File: config.mk
export PLATFORM = sky130hd
export DESIGN_NAME = instruction_fetch
export DESIGN_NICKNAME = d
export VERILOG_FILES = /design/src/rtl/instruction_fetch.sv
export SDC_FILE = /design/constraint.sdc
export NUM_CORES = 1
export LEC_CHECK = 0
export BUFFER_PORTS_ARGS = -buffer_cell sky130_fd_sc_hd__clkbuf_2
export CAP_MARGIN = 15
export CORE_MARGIN = 2
export CORE_UTILIZATION = 52
export DETAILED_ROUTE_END_ITERATION = 7
export PLACE_DENSITY = 0.81
export SYNTH_ARGS = -nofsm -noshare
export SYNTH_HDL_FRONTEND = slang
export SYNTH_SLANG_ARGS = --single-unit
File: constraint.sdc
create_clock -name clk -period 6 [get_ports clk]
set_clock_uncertainty 0.15 [all_clocks]
set_input_delay 0.9 -clock clk [delete_from_list [all_inputs] [get_ports clk]]
set_output_delay 0.9 -clock clk [all_outputs]
set_load 0.05 [all_outputs]
File: src/rtl/instruction_fetch.sv
// Instruction fetch stage: PC register, next-PC selection and the IF/ID pipeline register.
// Every output comes straight from a flop, so program memory sees a clean, registered address.
module instruction_fetch #(
  parameter int                    DATA_WIDTH = 32,
  parameter logic [DATA_WIDTH-1:0] RESET_PC   = 32'h00400000,
  parameter logic [DATA_WIDTH-1:0] NOP_INSTR  = 32'h00000013
) (
  input  logic                  clk,
  input  logic                  reset,
  input  logic                  Stall_i,
  input  logic                  Flush_i,
  input  logic                  PC_Src_i,
  input  logic [DATA_WIDTH-1:0] Target_i,
  input  logic [DATA_WIDTH-1:0] Instruction_i,
  output logic [DATA_WIDTH-1:0] PC_o,
  output logic [DATA_WIDTH-1:0] IFID_PC_o,
  output logic [DATA_WIDTH-1:0] IFID_PC_Plus4_o,
  output logic [DATA_WIDTH-1:0] IFID_Instruction_o,
  output logic                  IFID_Valid_o,
  output logic [31:0]           Fetch_Count_o
);

  logic [DATA_WIDTH-1:0] pc_q, pc_d;
  logic [DATA_WIDTH-1:0] ifid_pc_q, ifid_pc_d;
  logic [DATA_WIDTH-1:0] ifid_pc_plus4_q, ifid_pc_plus4_d;
  logic [DATA_WIDTH-1:0] ifid_instr_q, ifid_instr_d;
  logic                  ifid_valid_q, ifid_valid_d;
  logic [31:0]           fetch_count_q, fetch_count_d;
  logic [DATA_WIDTH-1:0] pc_plus4;
  logic                  bubble;

  // Unsigned addition wraps naturally at 2^DATA_WIDTH.
  assign pc_plus4 = pc_q + DATA_WIDTH'(4);
  assign bubble   = Flush_i | PC_Src_i;

  always_comb begin
    // NOTE: every signal gets a default first so no path through the block can infer a latch.
    pc_d            = pc_q;
    ifid_pc_d       = ifid_pc_q;
    ifid_pc_plus4_d = ifid_pc_plus4_q;
    ifid_instr_d    = ifid_instr_q;
    ifid_valid_d    = ifid_valid_q;
    fetch_count_d   = fetch_count_q;

    // A redirect wins over a stall; the target is forced word-aligned.
    if (PC_Src_i) begin
      pc_d = {Target_i[DATA_WIDTH-1:2], 2'b00};
    end else if (!Stall_i) begin
      pc_d = pc_plus4;
    end

    if (bubble) begin
      ifid_pc_d       = '0;
      ifid_pc_plus4_d = '0;
      ifid_instr_d    = NOP_INSTR;
      ifid_valid_d    = 1'b0;
    end else if (!Stall_i) begin
      ifid_pc_d       = pc_q;
      ifid_pc_plus4_d = pc_plus4;
      ifid_instr_d    = Instruction_i;
      ifid_valid_d    = 1'b1;
      fetch_count_d   = fetch_count_q + 32'd1;
    end
  end

  // NOTE: sequential state uses non-blocking assignments so all flops sample the same pre-edge values.
  always_ff @(posedge clk or posedge reset) begin
    if (reset) begin
      pc_q            <= RESET_PC;
      ifid_pc_q       <= '0;
      ifid_pc_plus4_q <= '0;
      ifid_instr_q    <= NOP_INSTR;
      ifid_valid_q    <= 1'b0;
      fetch_count_q   <= '0;
    end else begin
      pc_q            <= pc_d;
      ifid_pc_q       <= ifid_pc_d;
      ifid_pc_plus4_q <= ifid_pc_plus4_d;
      ifid_instr_q    <= ifid_instr_d;
      ifid_valid_q    <= ifid_valid_d;
      fetch_count_q   <= fetch_count_d;
    end
  end

  assign PC_o               = pc_q;
  assign IFID_PC_o          = ifid_pc_q;
  assign IFID_PC_Plus4_o    = ifid_pc_plus4_q;
  assign IFID_Instruction_o = ifid_instr_q;
  assign IFID_Valid_o       = ifid_valid_q;
  assign Fetch_Count_o      = fetch_count_q;

endmodule

# Word-level counts from Yosys, hierarchy flattened

Index checks and enable logic that the tools add are counted.
Widths: inputs -> output; s select.

Reductions and logical operators: 1
Eq/ne operators: 2
Multiplexer cells: 9
Bitwise gates (word level): 3
Add/subtract/negate cells: 2

Operator list:

| operator              | number |
|---|---|
| $mux 32               | 7 |
| $add 32x1->32 const B | 1 |
| $add 32x3->32 const B | 1 |
| $ne 2x1->1 const B    | 2 |
| $mux 1                | 2 |
| $not 1->1             | 2 |
| $reduce_and 2->1      | 1 |
| $or 1x1->1            | 1 |

Output and inout port bits: 161
Word-level logic and storage cells: 23
Register bits after elaboration: 161
Bits of input ports: 69

# Longest topological paths before layout

Gate-level depths: netlist (run 1).

Depth in word-level cells: 3
Depth in mapped cells: 8
Mapped depth without buffers: 5

# Least setup slack after synthesis (run 1)

Ideal clock, no wire load.

Path type: reg-to-reg
From: register pc_q[13], in the netlist PC_o[13]
To: register ifid_pc_plus4_q[21], in the netlist IFID_PC_Plus4_o[21]
Period minus slack after synthesis: 2.679 ns
Arrival time: 2.447 ns
Path buffers: 3
Setup time: 0.082 ns
Path slack: 3.321 ns
Data required time: 5.768 ns
Stages on the path, launching flop included: 8
Path through: dfrtp_1 -> buf_2 -> nand4_4 -> or4_4 -> buf_6 -> buf_6 -> or4_1 -> a31oi_1

Cells in the longest elaborated chain, start to end: 3

Ends and longest elaborated chain:

| element                | RTL line | RTL |
|---|---|---|
| start, declared        | 23       | `logic [DATA_WIDTH-1:0] pc_q, pc_d;` |
| start signal, assigned | 76       | `pc_q <= pc_d;` |
| $add 32x3->32          | 33       | `assign pc_plus4 = pc_q + DATA_WIDTH'(4);` |
| $mux 32                | 57       | `end else if (!Stall_i) begin` |
| $mux 32                | 52       | `if (bubble) begin` |
| end signal, assigned   | 78       | `ifid_pc_plus4_q <= ifid_pc_plus4_d;` |
| end, declared          | 25       | `logic [DATA_WIDTH-1:0] ifid_pc_plus4_q, ifid_pc_plus4_d;` |

Every way passes these cells. The select of a mux whose other input is x is not followed.
A chain may end at the register's enable or synchronous reset.

# Final worst setup path (run 1)

From: input port PC_Src_i
To: register fetch_count_q[9], in the netlist Fetch_Count_o[9]

Cells in the longest elaborated chain, start to end: 3

Ends and longest elaborated chain:

| element                    | RTL line | RTL |
|---|---|---|
| start, declared            | 12       | `input logic PC_Src_i,` |
| $or 1x1->1                 | 34       | `assign bubble = Flush_i \| PC_Src_i;` |
| $not 1->1 (no line)        | n/a      |  |
| $reduce_and 2->1 (no line) | n/a      |  |
| end signal, assigned       | 81       | `fetch_count_q <= fetch_count_d;` |
| end, declared              | 28       | `logic [31:0] fetch_count_q, fetch_count_d;` |

Every way passes these cells.

==> results.md, run 1 <==
* Status: finished clean
* Comb power frac at 0.178
* GRT overflow at 0
* Die height at 124 µm
* CP Max Fanout at 73
* Detailed placement HPWL at roughly 13 mm
* Top-area cell type share of the netlist area at 0.506
* WL/cell at ~17 µm
* Ys Warns at 0
* Die area at 15300 µm²
* Maxcap violations at 0
* Root Buffer Master: clkbuf_16
* Seq pwr share at 0.435
* Pin count of the biggest net entering global routing at about 120
* H-tree Lvls at 4
* Antenna-violating nets left at 0
* CP Data Arrival Time at ~3200 ps
* Final Util at 0.658
* Actual slew at the worst max-slew pin at ~1100 ps
* Total setup buffers inserted after CTS at 0
* Worst Setup Start Kind: input pin
* Main synth FF type: dfrtp_1
* Fmax achieved at approximately 330 MHz
* Cells resized by post-CTS repair at 0
* Peak VDD IR at approximately 0.00026 V
* Rows at 43
* Count leader, synth: dfrtp_1
* CTS clock-pin slew for the worst setup and hold paths at about 70 ps
* DRT iter0 DRCs at ~350
* Clock Power Share at 0.387
* Via density at ~5.6
* Pwr/cell area at 299 nW/µm²
* Power Total at roughly 2.7 mW
* Area growth syn-to-layout at 22.8%
* Detailed-route via count at around 6.3k
* Initial Utilization at 0.536
* Share of layout cells above drive strength 1 at 0.290
* RSZ-0062 raised after global routing: no
* # IOs at between 200 and 250
* Shortest period the worst path allows at ~3000 ps
* Setup TNS at 0 ps
* Cell variety after synth at between 40 and 50
* Synth Instances at around 740
* Final wirelength at around 19 mm
* Slew Limit Fails at 0
* Finished Layout Cells at about 1.1k
* Port-buffer cells at about 220
* Asr flop ratio synth at 1.00
* Sw frac at 0.337
* CP endpoint kind: flop
* CP Data Required Time at between 6000 and 7000 ps
* Die Wd at 124 µm
* Initial antenna violation count at 0
* Layout fillers at ~1.1k
* Synth top area cells: dfrtp_1 51%, mux2i_1 7.8%, xnor2_1 5.5%, nor2_1 4.5%, o21ai_0 2.7%
* Pint at between 1.5 and 2 mW
* Nets at roughly 1.0k
* Clock latency on the worst-skew pair at about 430 ps
* First-pass GRT wire length at ~30 mm
* Vias in the first global route at a little under 6k
* Final Hold Vio Count at 0
* Placed insts at ~1.1k
* TritonCTS buffer count at 17
* CTS tree: done
* Drc violations at 0
* Crit Path Category: in -> reg
* CTS Buffer Depth at 2
* List of most frequent post-synthesis cells: 151 x dfrtp_1, 90 x nor2_1, 58 x mux2i_1
* EDFF count, synth at 0
* Synth Register Bits at 155
* Rel. slew slack at 0.269
* Gpl congestion at 0.830
* # diodes at 0
* Hold WC Path Type: reg -> reg
* Setup violators final at 0
* Avg Cell Area, Syn at roughly 10 µm²
* GRT Util Overall at 0.259
* TritonCTS sink count at 155
* Final Cycle Share at 0.499
* Hold slack at between 300 and 400 ps
* Synthesized cell area at 7470 µm²
* Pre-antenna DRT Iters at 5
* P_sw at 923 µW
* Sequential share of the synthesized area at 0.520
* Largest area contributor in the synthesized netlist: dfrtp_1
* P_leak at ~4.4 nW
* # hold bufs at CTS at 0
* Core area at 13900 µm²
-- path summary, 6_finish.rpt --
| check | from | endpoint | slack [ps] | cells past startpoint |
|---|---|---|---|---|
| setup / recovery | PC_Src_i | Fetch_Count_o[9] | 3010 | 7 |
| hold / removal | Fetch_Count_o[31] | Fetch_Count_o[31] | 340 | 1 |
| setup reg to reg | PC_o[4] | PC_o[31] | 3350 | 4 |
| hold reg to reg | Fetch_Count_o[31] | Fetch_Count_o[31] | 340 | 1 |
| max in group asynchronous | reset | PC_o[14] | 4010 | 3 |
| min in group asynchronous | reset | IFID_Instruction_o[23] | 540 | 2 |
-- per-layer routing --
| metal | up-vias | part of all wire | track usage |
|---|---|---|---|
| met5 | - | 0 | 0 |
| met4 | 0 | 0.021 | 0.0994 |
| met3 | 25 | 0.081 | 0.0733 |
| met2 | 251 | 0.47 | 0.399 |
| met1 | 3053 | 0.43 | 0.348 |
| li1 | 3016 | - | - |
-- worst max-delay path, stage by stage --
cell and delay, ps:
clkbuf_2 80, buf_4 260, or2_2 340, buf_4 360
nor4_1 830, and3_1 270, xor2_1 150
-- sequential cells by signal (all words and copies together) (netlist names) --
register and flops:
IFID_PC_o 30, IFID_Instruction_o 32, Fetch_Count_o 32, IFID_PC_Plus4_o 30, IFID_Valid_o 1, PC_o 30
-- logic make-up after synthesis --
kind of cell / count (synthesis) / synth area share
adders and majority gates: 2 / 0.00335
AOI/OAI and AO/OA: 103 / 0.0845
buffers and inverters: 74 / 0.0436
DFF: 155 / 0.520
muxes: 59 / 0.0793
and+or+nand+nor: 294 / 0.203
xor gates and xnor gates: 56 / 0.0657
other: 1 / 0.000502
-- layout make-up --
| cell class | instances | area (µm²) | share of cell area |
|---|---|---|---|
| inverters | 9 | 38.8 | 0.00423 |
| clock inverters | 15 | 151 | 0.0165 |
| multi-input cells | 520 | 3280 | 0.358 |
| clock buffers | 17 | 425 | 0.0464 |
| repair buffers | 228 | 1160 | 0.127 |
| flip-flops and latches | 155 | 3880 | 0.424 |
| well taps | 180 | 225 | 0.0246 |
-- power by group through the flow --
stage / sequential, mW / combinational (mW) / clock, mW
6_report: 1.19 / 0.488 / 1.06
3_3_place_gp: 1.20 / 0.486 / 0
3_5_place_dp: 1.21 / 0.491 / 0
4_1_cts: 1.19 / 0.492 / 1.08
5_1_grt: 1.20 / 0.525 / 1.12
2_1_floorplan: 1.37 / 0.194 / 0
-- cell usage in the layout (no fill, tap or decap), types with 4 or more instances in the layout --
cell type	n
nor4_1	17
clkbuf_16	17
conb_1	6
nand2b_1	4
nand2_1	50
xnor2_1	47
buf_4	8
clkbuf_2	220
a211oi_1	5
inv_6	10
nor2_1	90
or3_1	9
a21oi_1	17
dfrtp_1	151
nor3_1	14
xor2_1	9
mux2i_1	58
and4_1	11
o211ai_1	4
dfstp_2	4
nand3_1	30
nand4_1	28
o31ai_1	9
inv_1	8
a31oi_1	15
or4_1	14
o21ai_0	40
and3_1	10
-- stage by stage --
| step | instance area, µm² | setup slack (ps) |
|---|---|---|
| final | 9170 | 3010 |
| after detailed placement | 8590 | 2520 |
| after global routing | 9170 | 2800 |
| after CTS | 9170 | 2970 |
| after floorplan | 7480 | 778 |
| after global placement | 8590 | 2590 |
No activity file was read; power rests on OpenSTA's default activity.
==> inputs of run 2 (changes only) <==
==> constraint.sdc (replaced) <==
create_clock -name clk -period 2.9 [get_ports clk]
set_clock_uncertainty 0.15 [all_clocks]
set_input_delay 0.435 -clock clk [delete_from_list [all_inputs] [get_ports clk]]
set_output_delay 0.435 -clock clk [all_outputs]
set_load 0.05 [all_outputs]
==> results.md, run 2 (same netlist as run 1, synthesis figures left out) <==
* Status: finished clean
* WL/cell at roughly 17 µm
* Commonest non-fill, non-tap cell in the layout: clkbuf_2
* Share of layout cells above drive strength 1 at 0.307
* Pre-CTS setup slack at around 520 ps
* Drc violations at 0
* GRT Util Overall at 0.265
* CP endpoint kind: flop
* Area growth syn-to-layout at 25.2%
* Pre-antenna DRT Iters at 5
* Design Area, Final at between 9000 and 10000 µm²
* Core area at roughly 14000 µm²
* Root Buffer Master: clkbuf_16
* First-pass GRT wire length at ~31 mm
* Hold path cells at 3
* Crit path max-delay family: simple AND/OR/NAND/NOR gates
* Cell depth of the worst setup path at 4
* Antenna-violating nets left at 0
* Detailed placement HPWL at around 14 mm
* Finished Layout Cells at ~1.1k
* Cells resized by post-CTS repair at 0
* Worst Setup SP: PC_o[13]
* Pin count of the biggest net entering global routing at between 70 and 80
* Rel. slew slack at 0.486
* Worst Setup Start Kind: flop
* Hold WC Path Type: in -> reg
* Peak VDD IR at approximately 0.00048 V
* RSZ-0062 raised after global routing: no
* Placed cell areas at between 8000 and 9000 µm²
* Gpl congestion at a little over 0.8
* Buf+Inv Stages, Crit Path at 0
* Setup violators final at 0
* DRT iter0 DRCs at ~640
* Shortest period the worst path allows at around 2500 ps
* H-tree Lvls at 4
* Crit Reg-Reg Endpoint: PC_o[25]
* Crit Path Category: reg -> reg
* Via density at approximately 5.7
* Actual slew at the worst max-slew pin at between 700 and 800 ps
* CTS clock-pin slew for the worst setup and hold paths at 60 ps
* Reg2Reg Depth at 4
* Setup TNS at 0 ps
* Die area at approximately 15000 µm²
* TritonCTS buffer count at 17
* Die height at roughly 120 µm
* Port-buffer cells at approximately 220
* Final Cycle Share at 0.854
* Power Total at between 5 and 6 mW
* CP Max Fanout at 26
* Vias in the first global route at 6017
* CTS Buffer Depth at 2
* CP cell instances: nand4_4 -> or4_4 -> or4_1 -> a31oi_1
* Final wirelength at ~20 mm
* # diodes at 0
* Commonest non-fill, non-tap cells in the layout: 220 x clkbuf_2, 151 x dfrtp_1, 90 x nor2_1
* Clock latency on the worst-skew pair at approximately 420 ps
* P_leak at around 4.5 nW
* TritonCTS sink count at approximately 160
* Rows at 43
* Worst Setup EP: PC_o[25]
* Placed insts at about 1.1k
* Nets at around 1k
* Total setup buffers inserted after CTS at 0
* Worst Slack Setup Final at 424 ps
* Final Util at 0.671
* Fmax achieved at between 400 and 500 MHz
* Slew Limit Fails at 0
* Hold slack at just under 70 ps
* CP Data Required Time at 3090 ps
* Worst path max stage delay at between 700 and 800 ps
* Reg-to-reg startpoint: PC_o[13]
* Worst hold start: Target_i[22]
* CTS tree: done
* Initial Utilization at 0.536
* FF-to-FF setup slack at approximately 420 ps
* Final Hold Vio Count at 0
* # IOs at between 200 and 250
* Maxcap violations at 0
* Die Wd at about 120 µm
* Pwr/cell area at ~590 nW/µm²
* Detailed-route via count at 6493
* Worst-path cell with the longest stage delay: or4_4
* Initial antenna violation count at 0
* CP Data Arrival Time at around 2700 ps
* GRT overflow at 0
[run 2: report_power, final]
group	internal (mW)	switching, mW
clock network	1.10	0.949
logic	0.291	0.777
registers	2.28	0.156
[run 2: worst reg2reg max path, stage by stage (launching register included)]
cell	delay [ps]
dfrtp_1	530
nand4_4	230
or4_4	710
or4_1	590
a31oi_1	190
[run 2: worst min path at each step]
stage,to,slack [ps]
after floorplan,PC_o[22],400
after global placement,Fetch_Count_o[29],340
after detailed placement,Fetch_Count_o[31],330
after CTS,PC_o[22],60
after global routing,PC_o[4],60
final,PC_o[22],70
[run 2: layout make-up]
type,count,area (µm²)
Clock buffer,17,425
Fill cell,1114,4590
Multi-Input combinational cell,520,3280
Sequential cell,155,3880
Tap cell,180,225
Timing Repair Buffer,252,1370
Clock inverter,15,123
Inverter,9,37.5
[run 2: metal layers]
layer	vias up	share of wire	routed length [µm]	global-route usage
li1	3055	-	-	-
met1	3125	0.43	8500	0.359
met2	278	0.46	9200	0.410
met3	35	0.082	1630	0.0765
met4	0	0.026	523	0.0902
met5	-	0	0	0
[run 2: repair_timing]
action,CTS,global route
endpoints found under the setup margin,0,0
endpoints found under the hold margin,23,0
hold buffers,1,0
==> inputs of run 3 (changes only) <==
--- a/config.mk
+++ b/config.mk
@@ -7,7 +7,7 @@
 export LEC_CHECK = 0
 export BUFFER_PORTS_ARGS = -buffer_cell sky130_fd_sc_hd__clkbuf_2
 export CAP_MARGIN = 15
-export CORE_MARGIN = 2
+export CORE_MARGIN = 5
 export CORE_UTILIZATION = 52
 export DETAILED_ROUTE_END_ITERATION = 7
 export PLACE_DENSITY = 0.81
==> results.md, run 3 (same netlist as run 1, synthesis figures left out) <==
* CP Data Required Time at ~3100 ps
* Wl on met1 at about 8.2 mm
* GRT Util Overall at 0.247
* Hold WC Path Type: in -> reg
* Rel. slew slack at 0.444
* Share of layout cells above drive strength 1 at 0.303
* # diodes at 0
* Initial antenna violation count at 0
* Placed insts at approximately 1.1k
* Drc violations at 0
* P_leak at 4.53 nW
* TritonCTS sink count at between 150 and 200
* Setup TNS at 0 ps
* CP Data Arrival Time at 2680 ps
* Met3 wire length at 1.97 mm
* Total setup buffers inserted after CTS at 0
* RSZ-0062 raised after global routing: no
* Final Hold Vio Count at 0
* Final wirelength at around 21 mm
* Top routing layer in use: met4
* Pwr/cell area at about 610 nW/µm²
* Power Total at approximately 5.7 mW
* Shortest period the worst path allows at around 2500 ps
* Hold slack at approximately 63 ps
* # hold bufs at CTS at 0
* Commonest non-fill, non-tap cells in the layout: 220 x clkbuf_2, 151 x dfrtp_1, 90 x nor2_1
* Crit Path Category: reg -> reg
* H-tree Lvls at 4
* Reg2Reg Depth at 4
* TritonCTS buffer count at 17
* Via density at between 5 and 6
* Maxcap violations at 0
* CTS clock-pin slew for the worst setup and hold paths at about 60 ps
* Die Wd at around 130 µm
* CP endpoint kind: flop
* Clock latency on the worst-skew pair at around 420 ps
* Rows at 43
* Fmax achieved at 401 MHz
* Vias in the first global route at approximately 6.3k
* Antenna-violating nets left at 0
* Initial Utilization at 0.534
* Actual slew at the worst max-slew pin at between 800 and 900 ps
* Die height at around 130 µm
* Root Buffer Master: clkbuf_16
* CTS tree: done
* Gpl congestion at ~0.83
* # IOs at 230
* Status: finished clean
* WL/cell at 18.0 µm
* Worst-path cell with the longest stage delay: or4_4
* Port-buffer cells at 221
* CP cell instances: nand4_4 -> or4_4 -> or4_1 -> a31oi_1
* Final Util at 0.667
* Core area at 14000 µm²
* CTS Buffer Depth at 2
* Commonest non-fill, non-tap cell in the layout: clkbuf_2
* Cells resized by post-CTS repair at 0
* DRT iter0 DRCs at 667
* Detailed placement HPWL at ~14 mm
* WL met2 at 9.90 mm
* Slew Limit Fails at 0
* Area growth syn-to-layout at 25.0%
* Pin count of the biggest net entering global routing at between 150 and 200
* Finished Layout Cells at between 1k and 1.5k
* First-pass GRT wire length at 32.8 mm
* Setup violators final at 0
* Hold path cells at 3
* Peak VDD IR at around 0.00057 V
* Worst Setup Start Kind: flop
* Detailed-route via count at 6503
* Final Cycle Share at 0.859
* Pre-antenna DRT Iters at 5
* Die area at roughly 17000 µm²
* Nets at 1021
* GRT overflow at 0
* CP Max Fanout at 26
* Worst path max stage delay at between 700 and 800 ps
## run 3: changes by cell type in the layout (fill, tap and decap cells not counted), moves of 2 or more
cell and change:
buf_4 -3, clkinv_2 +2, bufinv_16 +2, clkinvlp_4 -5
## run 3: where the power goes
| group | leakage, nW | switching (mW) | internal (mW) | total (mW) |
|---|---|---|---|---|
| Sequential | 2.05 | 0.154 | 2.28 | 2.44 |
| Combinational | 2.20 | 0.783 | 0.286 | 1.07 |
| Clock | 0.276 | 0.907 | 1.30 | 2.20 |
| Total | 4.53 | 1.84 | 3.86 | 5.71 |
## run 3: critical path: cells and delay by family, from the launching register on
kind | cells | cell delay (ps)
simple gates | 3 | 1510
compound gates | 1 | 190
flops | 1 | 550
## run 3: layout make-up
type,instances,area [µm²]
Inverter,9,37.5
Sequential cell,155,3880
Fill cell,1175,4660
Multi-Input combinational cell,520,3280
Clock buffer,19,443
Clock inverter,13,144
Tap cell,180,225
Timing Repair Buffer,247,1320
## run 3: per-stage QoR
stage               area [µm²]  setup slack (ps)
floorplan                 7490               221
global placement          8740               544
detailed placement        8740               486
CTS                       9330               433
global route              9330               315
finish                    9330               408
## run 3: worst paths after layout
kind,startpoint,end,slack [ps]
hold reg to reg,Fetch_Count_o[31],Fetch_Count_o[31],330
max in group asynchronous,reset,IFID_PC_Plus4_o[20],1890
setup / recovery,PC_o[13],PC_o[21],410
min in group asynchronous,reset,IFID_PC_o[14],70
setup reg to reg,PC_o[13],PC_o[21],410
hold / removal,Target_i[22],PC_o[22],60
## run 3: routing by layer
metal / GRT usage / up-vias
met5: 0 / -
met4: 0.0892 / 0
met3: 0.0720 / 40
met2: 0.399 / 279
met1: 0.317 / 3126
li1: - / 3058
